$ cat config.mk
export PLATFORM = sky130hd
export DESIGN_NAME = alu_issue_stage_flat
export DESIGN_NICKNAME = d
export VERILOG_FILES = /design/src/rtl/alu_issue_stage_if.sv /design/src/rtl/alu_issue_stage.sv /design/src/flat_wrapper.sv
export SDC_FILE = /design/constraint.sdc
export NUM_CORES = 1
export LEC_CHECK = 0
export ABC_CLOCK_PERIOD_IN_PS = 4040
export CELL_PAD_IN_SITES_DETAIL_PLACEMENT = 1
export CELL_PAD_IN_SITES_GLOBAL_PLACEMENT = 1
export CORE_UTILIZATION = 25
export CTS_CLUSTER_DIAMETER = 200
export DETAILED_ROUTE_END_ITERATION = 8
export PLACE_DENSITY = 0.51
export SLEW_MARGIN = 20
export SYNTH_ARGS = -nofsm -noshare
export SYNTH_HDL_FRONTEND = slang
export SYNTH_SLANG_ARGS = --single-unit
export TNS_END_PERCENT = 100
$ cat constraint.sdc
create_clock -name clk -period 4.04 [get_ports clk]
set_input_delay 0.404 -clock clk [delete_from_list [all_inputs] [get_ports clk]]
set_output_delay 0.404 -clock clk [all_outputs]
set_load 0.005 [all_outputs]
$ cat src/rtl/alu_issue_stage_if.sv
// Decoded-instruction handshake between the MicroUAZ8 decoder (master)
// and the ALU issue stage (slave).
interface alu_issue_stage_if #(
  parameter int DW = 8,
  parameter int AW = 3
);
  logic          instr_valid;
  logic          instr_ready;
  logic [2:0]    instr_op;
  logic [AW-1:0] instr_rd;
  logic [AW-1:0] instr_rs;
  logic [AW-1:0] instr_rt;
  logic          instr_imm_en;
  logic [DW-1:0] instr_imm;

  modport master (
    output instr_valid, instr_op, instr_rd, instr_rs, instr_rt, instr_imm_en, instr_imm,
    input  instr_ready
  );

  modport slave (
    input  instr_valid, instr_op, instr_rd, instr_rs, instr_rt, instr_imm_en, instr_imm,
    output instr_ready
  );
endinterface

$ cat src/rtl/alu_issue_stage.sv
// Operand-issue and write-back stage around the MicroUAZ8 8-bit ALU: owns the
// register file and flag register, issues one instruction every three cycles.
module alu_issue_stage #(
  parameter int            DW       = 8,
  parameter int            AW       = 3,
  parameter logic [DW-1:0] REG_INIT = {DW{1'b0}}
) (
  input  logic                clk,
  input  logic                rst,
  alu_issue_stage_if.slave    instr_if,
  output logic [DW-1:0]       alu_rx_o,
  output logic [DW-1:0]       alu_ry_o,
  output logic [2:0]          alu_sel_o,
  input  logic [DW-1:0]       alu_r0_i,
  input  logic [2:0]          alu_flags_i,
  output logic [2:0]          flags_q_o,
  output logic                wb_done_o,
  input  logic [AW-1:0]       dbg_addr_i,
  output logic [DW-1:0]       dbg_data_o
);

  localparam int DEPTH = 2 ** AW;

  typedef enum logic [1:0] {
    IDLE = 2'd0,
    OPER = 2'd1,
    WB   = 2'd2
  } state_e;

  state_e        state_q;
  logic          ready_q;
  logic          wb_done_q;
  logic [DW-1:0] rx_q;
  logic [DW-1:0] ry_q;
  logic [2:0]    sel_q;
  logic [AW-1:0] rd_q;
  logic [2:0]    flags_q;
  logic [DW-1:0] regs_q [DEPTH];

  // Outputs are registered so the ALU sees stable operands for all of OPER and WB.
  always_ff @(posedge clk or posedge rst) begin
    if (rst) begin
      state_q   <= IDLE;
      ready_q   <= 1'b1;
      wb_done_q <= 1'b0;
      rx_q      <= '0;
      ry_q      <= '0;
      sel_q     <= '0;
      rd_q      <= '0;
      flags_q   <= '0;
    end else begin
      case (state_q)
        IDLE: begin
          if (instr_if.instr_valid) begin
            rx_q    <= regs_q[instr_if.instr_rs];
            ry_q    <= instr_if.instr_imm_en ? instr_if.instr_imm : regs_q[instr_if.instr_rt];
            sel_q   <= instr_if.instr_op;
            rd_q    <= instr_if.instr_rd;
            ready_q <= 1'b0;
            state_q <= OPER;
          end
        end
        OPER: begin
          wb_done_q <= 1'b1;
          state_q   <= WB;
        end
        WB: begin
          flags_q   <= alu_flags_i;
          wb_done_q <= 1'b0;
          ready_q   <= 1'b1;
          state_q   <= IDLE;
        end
        default: begin
          wb_done_q <= 1'b0;
          ready_q   <= 1'b1;
          state_q   <= IDLE;
        end
      endcase
    end
  end

  // A reset during OPER or WB lands here before the WB edge, so no write escapes.
  always_ff @(posedge clk or posedge rst) begin
    if (rst) begin
      for (int i = 0; i < DEPTH; i++) begin
        regs_q[i] <= REG_INIT;
      end
    end else if (state_q == WB) begin
      regs_q[rd_q] <= alu_r0_i;
    end
  end

  assign instr_if.instr_ready = ready_q;
  assign alu_rx_o             = rx_q;
  assign alu_ry_o             = ry_q;
  assign alu_sel_o            = sel_q;
  assign flags_q_o            = flags_q;
  assign wb_done_o            = wb_done_q;
  assign dbg_data_o           = regs_q[dbg_addr_i];

endmodule

$ cat src/flat_wrapper.sv
// flat-port wrapper written by rule: the top's interface ports become plain ports
module alu_issue_stage_flat 
#(
  parameter int            DW       = 8,
  parameter int            AW       = 3,
  parameter logic [DW-1:0] REG_INIT = {DW{1'b0}}
)
  (clk, rst, alu_rx_o, alu_ry_o, alu_sel_o, alu_r0_i, alu_flags_i, flags_q_o, wb_done_o, dbg_addr_i, dbg_data_o, instr_if_instr_valid, instr_if_instr_op, instr_if_instr_rd, instr_if_instr_rs, instr_if_instr_rt, instr_if_instr_imm_en, instr_if_instr_imm, instr_if_instr_ready);
  alu_issue_stage_if #(.DW(DW), .AW(AW)) instr_if_i ();
  input  logic clk;
  input  logic rst;
  output logic [DW-1:0] alu_rx_o;
  output logic [DW-1:0] alu_ry_o;
  output logic [2:0] alu_sel_o;
  input  logic [DW-1:0] alu_r0_i;
  input  logic [2:0] alu_flags_i;
  output logic [2:0] flags_q_o;
  output logic wb_done_o;
  input  logic [AW-1:0] dbg_addr_i;
  output logic [DW-1:0] dbg_data_o;
  input wire logic [$bits(instr_if_i.instr_valid)-1:0] instr_if_instr_valid;
  input wire logic [$bits(instr_if_i.instr_op)-1:0] instr_if_instr_op;
  input wire logic [$bits(instr_if_i.instr_rd)-1:0] instr_if_instr_rd;
  input wire logic [$bits(instr_if_i.instr_rs)-1:0] instr_if_instr_rs;
  input wire logic [$bits(instr_if_i.instr_rt)-1:0] instr_if_instr_rt;
  input wire logic [$bits(instr_if_i.instr_imm_en)-1:0] instr_if_instr_imm_en;
  input wire logic [$bits(instr_if_i.instr_imm)-1:0] instr_if_instr_imm;
  output wire logic [$bits(instr_if_i.instr_ready)-1:0] instr_if_instr_ready;
  assign instr_if_i.instr_valid = instr_if_instr_valid;
  assign instr_if_i.instr_op = instr_if_instr_op;
  assign instr_if_i.instr_rd = instr_if_instr_rd;
  assign instr_if_i.instr_rs = instr_if_instr_rs;
  assign instr_if_i.instr_rt = instr_if_instr_rt;
  assign instr_if_i.instr_imm_en = instr_if_instr_imm_en;
  assign instr_if_i.instr_imm = instr_if_instr_imm;
  assign instr_if_instr_ready = instr_if_i.instr_ready;
  alu_issue_stage #(.DW(DW), .AW(AW), .REG_INIT(REG_INIT)) u_core (.clk(clk), .rst(rst), .instr_if(instr_if_i), .alu_rx_o(alu_rx_o), .alu_ry_o(alu_ry_o), .alu_sel_o(alu_sel_o), .alu_r0_i(alu_r0_i), .alu_flags_i(alu_flags_i), .flags_q_o(flags_q_o), .wb_done_o(wb_done_o), .dbg_addr_i(dbg_addr_i), .dbg_data_o(dbg_data_o));
endmodule
After elaboration in Yosys (flattened, before gate mapping)

Index checks and enable logic that the tools add are counted.
Widths: inputs -> output; s select.

Order comparisons: 5
Equal/unequal tests: 3
Muxes and demuxes: 18
Bitwise gates (word level): 5
Reductions and logical operators: 4

Operators by type and width:

| kind               | count |
|---|---|
| $bmux 8 s3         | 3 |
| $bwmux 64          | 1 |
| $mux 8             | 8 |
| $demux 8 s3        | 1 |
| $ge 4x4->1 const B | 4 |
| $not 3->4          | 4 |
| $lt 4x1->1 const B | 1 |
| $pmux 1 s2         | 2 |
| $pmux 2 s2         | 1 |
| $reduce_and 2->1   | 2 |
| $eq 2x1->1 const B | 1 |
| $eq 2x2->1 const B | 1 |
| $logic_not 2->1    | 1 |
| $mux 2             | 1 |
| $ne 2x2->1 const B | 1 |
| $logic_and 1x1->1  | 1 |
| $mux 1             | 1 |
| $not 1->1          | 1 |

Register bits: 93
Output and inout bits: 32
Logic and storage cells: 51

Logic depth before layout (Yosys ltp)

Gate-level depths: netlist of the first run.

Depth in word-level cells: 6
Mapped depth: 6
Mapped depth without buffers: 4

Least setup slack after synthesis of the first run

Ideal clock, no wire load.

Path kind: input to output
Start: input port dbg_addr_i[0]
End: output port dbg_data_o[0]
Arrival time: 1621 ps
Data required time: 3636 ps
Path slack: 2015 ps
Stages on the path: 4
Path through: buf_4 buf_2 mux4_2 mux2_2

Word-level cells in the longest chain between the ends: 4

Ends and longest elaborated chain:

| element                                   | RTL line              | source |
|---|---|---|
| start, declared                           | flat_wrapper.sv:19    | `input logic [AW-1:0] dbg_addr_i;` |
| $not 3->4 (not written as such)           | alu_issue_stage.sv:99 | `assign dbg_data_o = regs_q[dbg_addr_i];` |
| $bmux 8 s3                                | alu_issue_stage.sv:99 |  |
| $mux 8 (not written as such) (2 in a row) | alu_issue_stage.sv:99 |  |
| end, declared                             | flat_wrapper.sv:20    | `output logic [DW-1:0] dbg_data_o;` |

Every way passes these cells. The select of a mux whose other input is x is not followed.

Worst setup path after layout of the first run

Start: input port dbg_addr_i[0]
End: output port dbg_data_o[5]

Same word-level chain as after synthesis.

==> metrics.cfg, run 1 <==
[detailed_routing]
vias_per_cell = 4.88
post_drt_wl_per_cell_um = 21.9
vias = 3565
drc = 0
finalWirelength_um = 16000
ant_nets = 0
initialDrtViolationCount = 121
dr.pass1.iters = 6

[floorplan]
die_y_um = 145
die_area_um2 = 21100
num_rows = 52
io_pins = 70
core-area_um2 = 20200
initial_core_util_pct = 25.5
die_x_um = 145

[worst_setup_path]
worst-r2r-cell-count = 3
critPathLaunchType = input port
setup.worst_path.end_class = primary output
cp_data_arrival_time_ns = 2.67
crit_required_ns = 3.64
crit_path_max_fanout = 6
path_class = input port to primary output

[timing]
whs_ns = 0.470
finalHoldViolCount = 0
finalClockSkew_ns = 0.0105
slew_headroom_pct = 27.0
rsz0062_at_grt = false
layout_min_cycle_time_ns = 3.07
finalSetupViolations = 0
slew_violations = 0
tightest_slew_ns = 1.09
fin_tns_setup_ns = 0
max_freq_mhz = 326
fin_crit_sh_pct = 76.0

[final_layout]
post-route-util_pct = 31.7
antenna_cells = 0
area_growth_pct = 24.6
multi_input_area_um2 = 2670
final_nets = 493
seqCellArea_um2 = 2330
fill_cells = 2196
drive_gt1_share_pct = 34.1

[clock_network]
cts_tree = done
htreeDepth = 3
hold_buffers = 0
cts_buffers = 9
clk_latency_ns = 0.35
cts_resized = 0
clkTransAtPathRegs_ns = 0.06
max-clock-path-buffers = 2
post-cts-setup-buffer-count = 0
cts_root_buf = clkbuf_16
clkSinkCount = 93

[global_route]
grt_pass1_vias = 3866
grt_max_degree = 63
antenna_found_initial = 0
grt-ovfl-total = 0
grtUsageTotal_pct = 16.0
grt_pass1_wl_um = 24900

[worst_hold_path]
whs_path_depth = 2
hold_path.class = register to register

[synthesis]
syn_avg_cell_area_um2 = 13.0
synth_ff_type = dfrtp_1
syn_nets = 432
yosysWarnings = 0
synth_edf_count = 0
yosysUniqueCellTypes = 31
synth_cells = 394
ys_seq_area_share_pct = 45.3
syn_area_um2 = 5140
yosys_register_bits = 93
async_flop_share_pct = 100

[placement]
place_hpwl_um = 10600
io_buffer_count = 69
place.gp.congestion = 0.780

[run_status]
status = completed

[power_and_ir_drop]
power_uw = 3980
powerDensity_nw_per_um2 = 621
peakVddDrop_mv = 0.209
leakage_uw = 0.00269

[flow_run]
drv_cap = 0

-- worst max-delay path: stages --
cell	delay, ns
clkdlybuf4s50_1	0.73
buf_4	0.28
mux4_2	0.51
mux2_2	0.30
clkdlybuf4s50_1	0.45
-- registers in the layout, indices dropped and copies added (netlist names) --
| signal | cells |
|---|---|
| u_core.state_q | 2 |
| u_core.instr_if.instr_ready | 1 |
| u_core.alu_sel_o | 3 |
| u_core.flags_q_o | 3 |
| u_core.alu_rx_o | 8 |
| u_core.alu_ry_o | 8 |
| u_core.regs_q | 64 |
| u_core.rd_q | 3 |
| u_core.wb_done_o | 1 |
-- placed cells by master (no fill, tap or decap) --
cell type	instances
a22o_1	8
and2_1	2
and3_1	1
buf_2	1
buf_4	7
bufinv_16	1
clkbuf_1	1
clkbuf_16	9
clkbuf_8	3
clkdlybuf4s50_1	68
clkinv_2	1
clkinv_4	1
clkinvlp_4	1
dfrtp_1	92
dfstp_2	1
inv_4	1
mux2_2	105
mux2i_1	42
mux4_2	16
nand2_1	30
nand2b_1	9
nand2b_4	1
nand3_2	1
nand3b_2	2
nand3b_4	1
nor2_1	6
nor2_2	1
nor2b_1	3
nor3b_2	2
nor3b_4	1
o22ai_1	24
o31a_1	6
o31ai_1	10
or2_2	1
or3b_1	1
-- cell families after synthesis --
kind of cell / after synthesis / share of synthesized area [%]
buffers and inverters: 28 / 2.73
AND/OR/NAND/NOR: 62 / 7.01
multiplexers: 163 / 38.2
flip-flops: 93 / 45.3
AO/OA/AOI/OAI: 48 / 6.77
-- metrics by stage --
step                area, um^2  worst slack [ns]  instances
finish                    6400             0.970        730
detailed placement        6090             0.939        714
floorplan                 5140              1.22        394
global placement          6090             0.955        714
global route              6400             0.882        730
CTS                       6400             0.937        730
-- final timing paths --
path / startpoint / end / slack, ns
min reg2reg: u_core.alu_sel_o[2] / u_core.alu_sel_o[2] / 0.47
max: dbg_addr_i[0] / dbg_data_o[5] / 0.97
max reg2reg: u_core.state_q[1] / u_core.regs_q[12] / 1.97
min in group asynchronous: rst / u_core.regs_q[40] / 0.56
min: u_core.alu_sel_o[2] / u_core.alu_sel_o[2] / 0.47
max in group asynchronous: rst / u_core.regs_q[50] / 2.72
-- synth_stat cells (2+ instances only) --
cell / n / area share, %
nand3b_2: 2 / 0.44
o31a_1: 6 / 1.0
mux2i_1: 42 / 8.2
buf_1: 5 / 0.37
o22ai_1: 24 / 2.9
nand2_1: 30 / 2.2
o31ai_1: 10 / 1.5
mux4_2: 16 / 7.0
a22o_1: 8 / 1.4
buf_2: 12 / 1.2
and2_1: 2 / 0.24
nor3b_2: 2 / 0.49
buf_4: 2 / 0.29
nor2_1: 6 / 0.44
mux2_2: 105 / 23
nor2b_1: 3 / 0.37
dfrtp_1: 92 / 45
nand2b_1: 9 / 1.1
clkbuf_1: 6 / 0.44
-- power breakdown --
group	switching, uW	leakage, uW	internal (uW)
clock	366	0.000152	530
sequential	389	0.00114	1320
combinational	470	0.00140	899
total	1220	0.00269	2750
-- area by class of cell --
| cell class | instances | share of cell area [%] |
|---|---|---|
| clock inverter | 3 | 0.664 |
| multi-input combinational | 273 | 41.7 |
| inverter | 2 | 0.234 |
| tap | 270 | 5.28 |
| clock buffer | 13 | 4.22 |
| timing repair buffer | 76 | 11.5 |
| sequential | 93 | 36.4 |
-- routing by layer --
layer	GRT usage (%)	share of wire (%)	up-vias
li1	-	-	1609
met2	27.4	51	63
met3	2.60	3.4	13
met5	0	0	-
met1	20.9	45	1880
met4	4.79	1.4	0
No activity file was read; power rests on OpenSTA's default activity.
==> run 2: changes to the inputs <==
--- a/config.mk
+++ b/config.mk
@@ -5,13 +5,13 @@
 export SDC_FILE = /design/constraint.sdc
 export NUM_CORES = 1
 export LEC_CHECK = 0
-export ABC_CLOCK_PERIOD_IN_PS = 4040
+export ABC_CLOCK_PERIOD_IN_PS = 2600
 export CELL_PAD_IN_SITES_DETAIL_PLACEMENT = 1
 export CELL_PAD_IN_SITES_GLOBAL_PLACEMENT = 1
 export CORE_UTILIZATION = 25
 export CTS_CLUSTER_DIAMETER = 200
 export DETAILED_ROUTE_END_ITERATION = 8
-export PLACE_DENSITY = 0.51
+export PLACE_DENSITY = 0.52
 export SLEW_MARGIN = 20
 export SYNTH_ARGS = -nofsm -noshare
 export SYNTH_HDL_FRONTEND = slang
==> constraint.sdc (replaced) <==
create_clock -name clk -period 2.6 [get_ports clk]
set_input_delay 0.26 -clock clk [delete_from_list [all_inputs] [get_ports clk]]
set_output_delay 0.26 -clock clk [all_outputs]
set_load 0.005 [all_outputs]
==> run 2 against run 1 <==
  * Utilization rose by 0.59 points
  * Clock skew rose by 0.0027 ns
  * Global-route usage fell by 0.38 points
  * Combinational power rose by 57%
  * Cell count rose by 0.68%
  * Largest power group unchanged
  * Highest routed layer unchanged
==> metrics.cfg, run 2 (synthesis gave the netlist of run 1 again) <==
[final_layout]
layout_commonest_cell = mux2_2
antenna_cells = 0
fill_cells = 2188
area_growth_pct = 26.9
final_nets = 500
largest_register = u_core.regs_q
largest_reg_flops = 64
seqCellArea_um2 = 2330
drive_gt1_share_pct = 35.1
final_cell_mix = mux2_2, dfrtp_1, clkdlybuf4s50_1
post-route-util_pct = 32.3
multi_input_area_um2 = 2670
layoutNonFillerInstCount = 735

[power_and_ir_drop]
combPwrFrac_pct = 34.6
leakage_uw = 0.00275
powerDensity_nw_per_um2 = 955
power_uw = 6230
peakVddDrop_mv = 0.314
p_switching_uw = 1900
switching_share_pct = 30.5
clkPwrFrac_pct = 23.0
cellInternalPower_uw = 4330
seq_power_share_pct = 42.4

[detailed_routing]
post_drt_wl_per_cell_um = 21.3
vias = 3539
vias_per_cell = 4.81
ant_nets = 0
dr.pass1.iters = 4
finalWirelength_um = 15700
drc = 0
initialDrtViolationCount = 136

[worst_setup_path]
r2r-end = u_core.regs_q[9]
crit_required_ns = 2.34
critPathLaunchType = input port
crit_path_max_fanout = 16
path_class = input port to primary output
worst-r2r-cell-count = 4
r2r-start = u_core.state_q[1]
r2r_slack_ns = 0.63
cp_data_arrival_time_ns = 2.25
setup.worst_path.end_class = primary output

[placement]
place_hpwl_um = 10800
place.gp.congestion = 0.752
pre_cts_slack_ns = 0.0694
io_buffer_count = 69
placed_cells = 721

[clock_network]
hold_buffers = 0
clkTransAtPathRegs_ns = 0.06
htreeDepth = 3
post-cts-setup-buffer-count = 0
cts_buffers = 9
cts_resized = 0
cts_tree = done
clkSinkCount = 93
clk_latency_ns = 0.35
max-clock-path-buffers = 2
cts_root_buf = clkbuf_16

[floorplan]
core-area_um2 = 20200
die_area_um2 = 21100
io_pins = 70
die_y_um = 145
initial_core_util_pct = 25.5
die_x_um = 145
num_rows = 52

[timing]
slew_violations = 0
layout_min_cycle_time_ns = 2.51
finalSetupViolations = 0
fin_crit_sh_pct = 96.5
tightest_slew_ns = 0.705
finalHoldViolCount = 0
finalClockSkew_ns = 0.0132
fin_tns_setup_ns = 0
max_freq_mhz = 399
finalWorstSetupSlack_ns = 0.0911
slew_headroom_pct = 53.0
rsz0062_at_grt = false

[global_route]
grt-ovfl-total = 0
grt_pass1_wl_um = 24700
grtUsageTotal_pct = 15.7
antenna_found_initial = 0
grt_pass1_vias = 3936
grt_max_degree = 33

[flow_run]
drv_cap = 0

[worst_hold_path]
hold_path.class = input port to async pin

[run_status]
status = completed

-- run 2: how the worst max path moves through the flow --
| stage | from | end | slack, ns | cells past startpoint |
|---|---|---|---|---|
| floorplan | dbg_addr_i[0] | dbg_data_o[0] | 0.86 | 4 |
| global placement | dbg_addr_i[1] | dbg_data_o[0] | 0.08 | 4 |
| detailed placement | dbg_addr_i[1] | dbg_data_o[0] | 0.07 | 4 |
| CTS | dbg_addr_i[1] | dbg_data_o[0] | 0.06 | 4 |
| global route | dbg_addr_i[0] | dbg_data_o[2] | 0.03 | 5 |
| finish | dbg_addr_i[0] | dbg_data_o[2] | 0.09 | 5 |
-- run 2: routing by layer --
metal / GRT usage, % / vias up / share of wire [%]
met3: 2.07 / 19 / 2.0
met4: 6.05 / 0 / 2.2
met2: 27.7 / 56 / 52
met1: 19.3 / 1858 / 44
met5: 0 / - / 0
li1: - / 1606 / -
-- run 2: layout make-up --
cell class,count,area share (%)
multi-input combinational,273,41.0
sequential,93,35.7
timing repair buffer,83,13.1
tap,270,5.18
clock buffer,10,3.66
clock inverter,4,1.13
inverter,2,0.249
-- run 2: power by group through the flow --
stage | sequential (uW) | clock (uW) | combinational, uW
finish | 2640 | 1430 | 2150
CTS | 2630 | 1480 | 2190
floorplan | 2460 | 0 | 1440
global route | 2730 | 1530 | 2350
detailed placement | 2660 | 0 | 2180
global placement | 2640 | 0 | 2120
-- run 2: worst max-delay path, cell delays in order --
cell and delay (ns):
clkdlybuf4s50_1 0.51, buf_12 0.20, mux4_2 0.53, mux2_2 0.29, clkdlybuf4s50_1 0.45
-- run 2: metrics by stage --
step	cell area (um^2)	hold WS, ns
2_1_floorplan	5140	0.365
3_3_place_gp	6210	0.467
3_5_place_dp	6210	0.475
4_1_cts	6520	0.247
5_1_grt	6520	0.280
6_report	6520	0.243
==> run 3: changes to the inputs <==
--- a/config.mk
+++ b/config.mk
@@ -8,10 +8,11 @@
 export ABC_CLOCK_PERIOD_IN_PS = 2600
 export CELL_PAD_IN_SITES_DETAIL_PLACEMENT = 1
 export CELL_PAD_IN_SITES_GLOBAL_PLACEMENT = 1
+export CORE_ASPECT_RATIO = 1.4
 export CORE_UTILIZATION = 25
 export CTS_CLUSTER_DIAMETER = 200
 export DETAILED_ROUTE_END_ITERATION = 8
-export PLACE_DENSITY = 0.52
+export PLACE_DENSITY_LB_ADDON = 0.1
 export SLEW_MARGIN = 20
 export SYNTH_ARGS = -nofsm -noshare
 export SYNTH_HDL_FRONTEND = slang
==> run 3 against run 2 <==
  * Cell count fell by 2.3%
  * Largest power group unchanged
  * Sequential cell count did not move
  * Sequential power barely moved
  * Clock power rose by 9%
  * First-iteration DRC count fell by 2.9%
  * Register-to-register slack improved by 0.04 ns
  * Clock-buffer cell count rose by 2
  * Power rose by 2.0%
==> metrics.cfg, run 3 (synthesis gave the netlist of run 1 again) <==
[run_status]
status = completed

[final_layout]
largest_register = u_core.regs_q
antenna_cells = 0
multi_input_area_um2 = 2670
area_growth_pct = 26.8
fill_cells = 2147
seqCellArea_um2 = 2330
final_cell_mix = mux2_2, dfrtp_1, clkdlybuf4s50_1
layout_commonest_cell = mux2_2
final_nets = 499
drive_gt1_share_pct = 34.8
largest_reg_flops = 64

[power_and_ir_drop]
leakage_uw = 0.00275
combPwrFrac_pct = 33.8
power_uw = 6350
p_switching_uw = 1920
powerDensity_nw_per_um2 = 975
clkPwrFrac_pct = 24.5
seq_power_share_pct = 41.7
peakVddDrop_mv = 0.324
switching_share_pct = 30.2
cellInternalPower_uw = 4430

[worst_setup_path]
critPathLaunchType = input port
crit_path_max_fanout = 16
crit_required_ns = 2.34
path_class = input port to primary output
cp_data_arrival_time_ns = 2.23
setup.worst_path.end_class = primary output
r2r_slack_ns = 0.67

[clock_network]
cts_root_buf = clkbuf_16
clk_latency_ns = 0.36
htreeDepth = 3
max-clock-path-buffers = 2
clkSinkCount = 93
cts_resized = 0
post-cts-setup-buffer-count = 0
hold_buffers = 0
cts_tree = done
cts_buffers = 9
clkTransAtPathRegs_ns = 0.07

[detailed_routing]
top_layer = met4
route.met3.wl_um = 524
dr.pass1.iters = 4
finalWirelength_um = 16400
ant_nets = 0
wl_met1_um = 7400
vias = 3564
vias_per_cell = 4.96
met2WireLength_um = 8120
drc = 0
initialDrtViolationCount = 132
post_drt_wl_per_cell_um = 22.8

[timing]
finalHoldViolCount = 0
finalSetupViolations = 0
max_freq_mhz = 402
tightest_slew_ns = 0.669
slew_violations = 0
slew_headroom_pct = 55.4
layout_min_cycle_time_ns = 2.49
rsz0062_at_grt = false
finalClockSkew_ns = 0.00727
fin_tns_setup_ns = 0
fin_crit_sh_pct = 95.7

[global_route]
grt_max_degree = 94
grt-ovfl-total = 0
grt_pass1_vias = 3945
antenna_found_initial = 0
grtUsageTotal_pct = 16.8
grt_pass1_wl_um = 25300

[floorplan]
die_x_um = 123
io_pins = 70
die_area_um2 = 21100
initial_core_util_pct = 25.7
num_rows = 61
die_y_um = 172
core-area_um2 = 20000

[worst_hold_path]
hold_path.class = input port to async pin

[placement]
place_hpwl_um = 10900
io_buffer_count = 69
place.gp.congestion = 0.699

[flow_run]
drv_cap = 0

==> run 3: final cells by class <==
class | count | share of cell area, %
multi-input cells | 273 | 41.0
flip-flops and latches | 93 | 35.7
repair buffers | 82 | 13.0
well taps | 252 | 4.84
clock buffers | 12 | 3.78
clock inverters | 4 | 1.46
inverters | 2 | 0.250
==> run 3: worst paths after layout <==
check | start | end | cells after the start
max in group asynchronous | rst | u_core.regs_q[22] | 3
setup reg to reg | u_core.state_q[1] | u_core.regs_q[48] | 3
setup / recovery | dbg_addr_i[0] | dbg_data_o[5] | 5
min in group clk | instr_if_instr_rd[0] | u_core.rd_q[0] | 3
hold / removal | rst | u_core.regs_q[34] | 3
hold reg to reg | u_core.alu_rx_o[0] | u_core.alu_rx_o[0] | 2
==> run 3: metrics by stage <==
stage | hold slack (ns) | util (%) | area, um^2 | cells | worst slack, ns
6_report | 0.384 | 32.6 | 6520 | 718 | 0.113
5_1_grt | 0.454 | 32.6 | 6520 | 718 | 0.0363
4_1_cts | 0.437 | 32.6 | 6520 | 718 | 0.0893
3_5_place_dp | 0.470 | 30.9 | 6180 | 702 | 0.0938
3_3_place_gp | 0.460 | 30.9 | 6180 | 702 | 0.0987
2_1_floorplan | 0.365 | - | 5140 | 394 | 0.863
==> run 3: worst max-delay path, stage by stage <==
cell and delay [ns]:
clkdlybuf4s50_1 0.50, buf_12 0.19, mux4_2 0.51, mux2_2 0.29, clkdlybuf4s50_1 0.46
==> run 3: routing by layer <==
| layer | global-route usage, % | vias to the layer above |
|---|---|---|
| met5 | 0 | - |
| met2 | 28.1 | 73 |
| met4 | 6.50 | 0 |
| met3 | 2.52 | 19 |
| li1 | - | 1615 |
| met1 | 21.7 | 1857 |
==> run 3: power by group through the flow <==
stage	combinational (uW)	clock, uW	sequential (uW)
after floorplan	1440	0	2460
after global placement	2150	0	2650
after detailed placement	2180	0	2670
after CTS	2200	1590	2650
after global routing	2360	1650	2760
final	2150	1560	2650
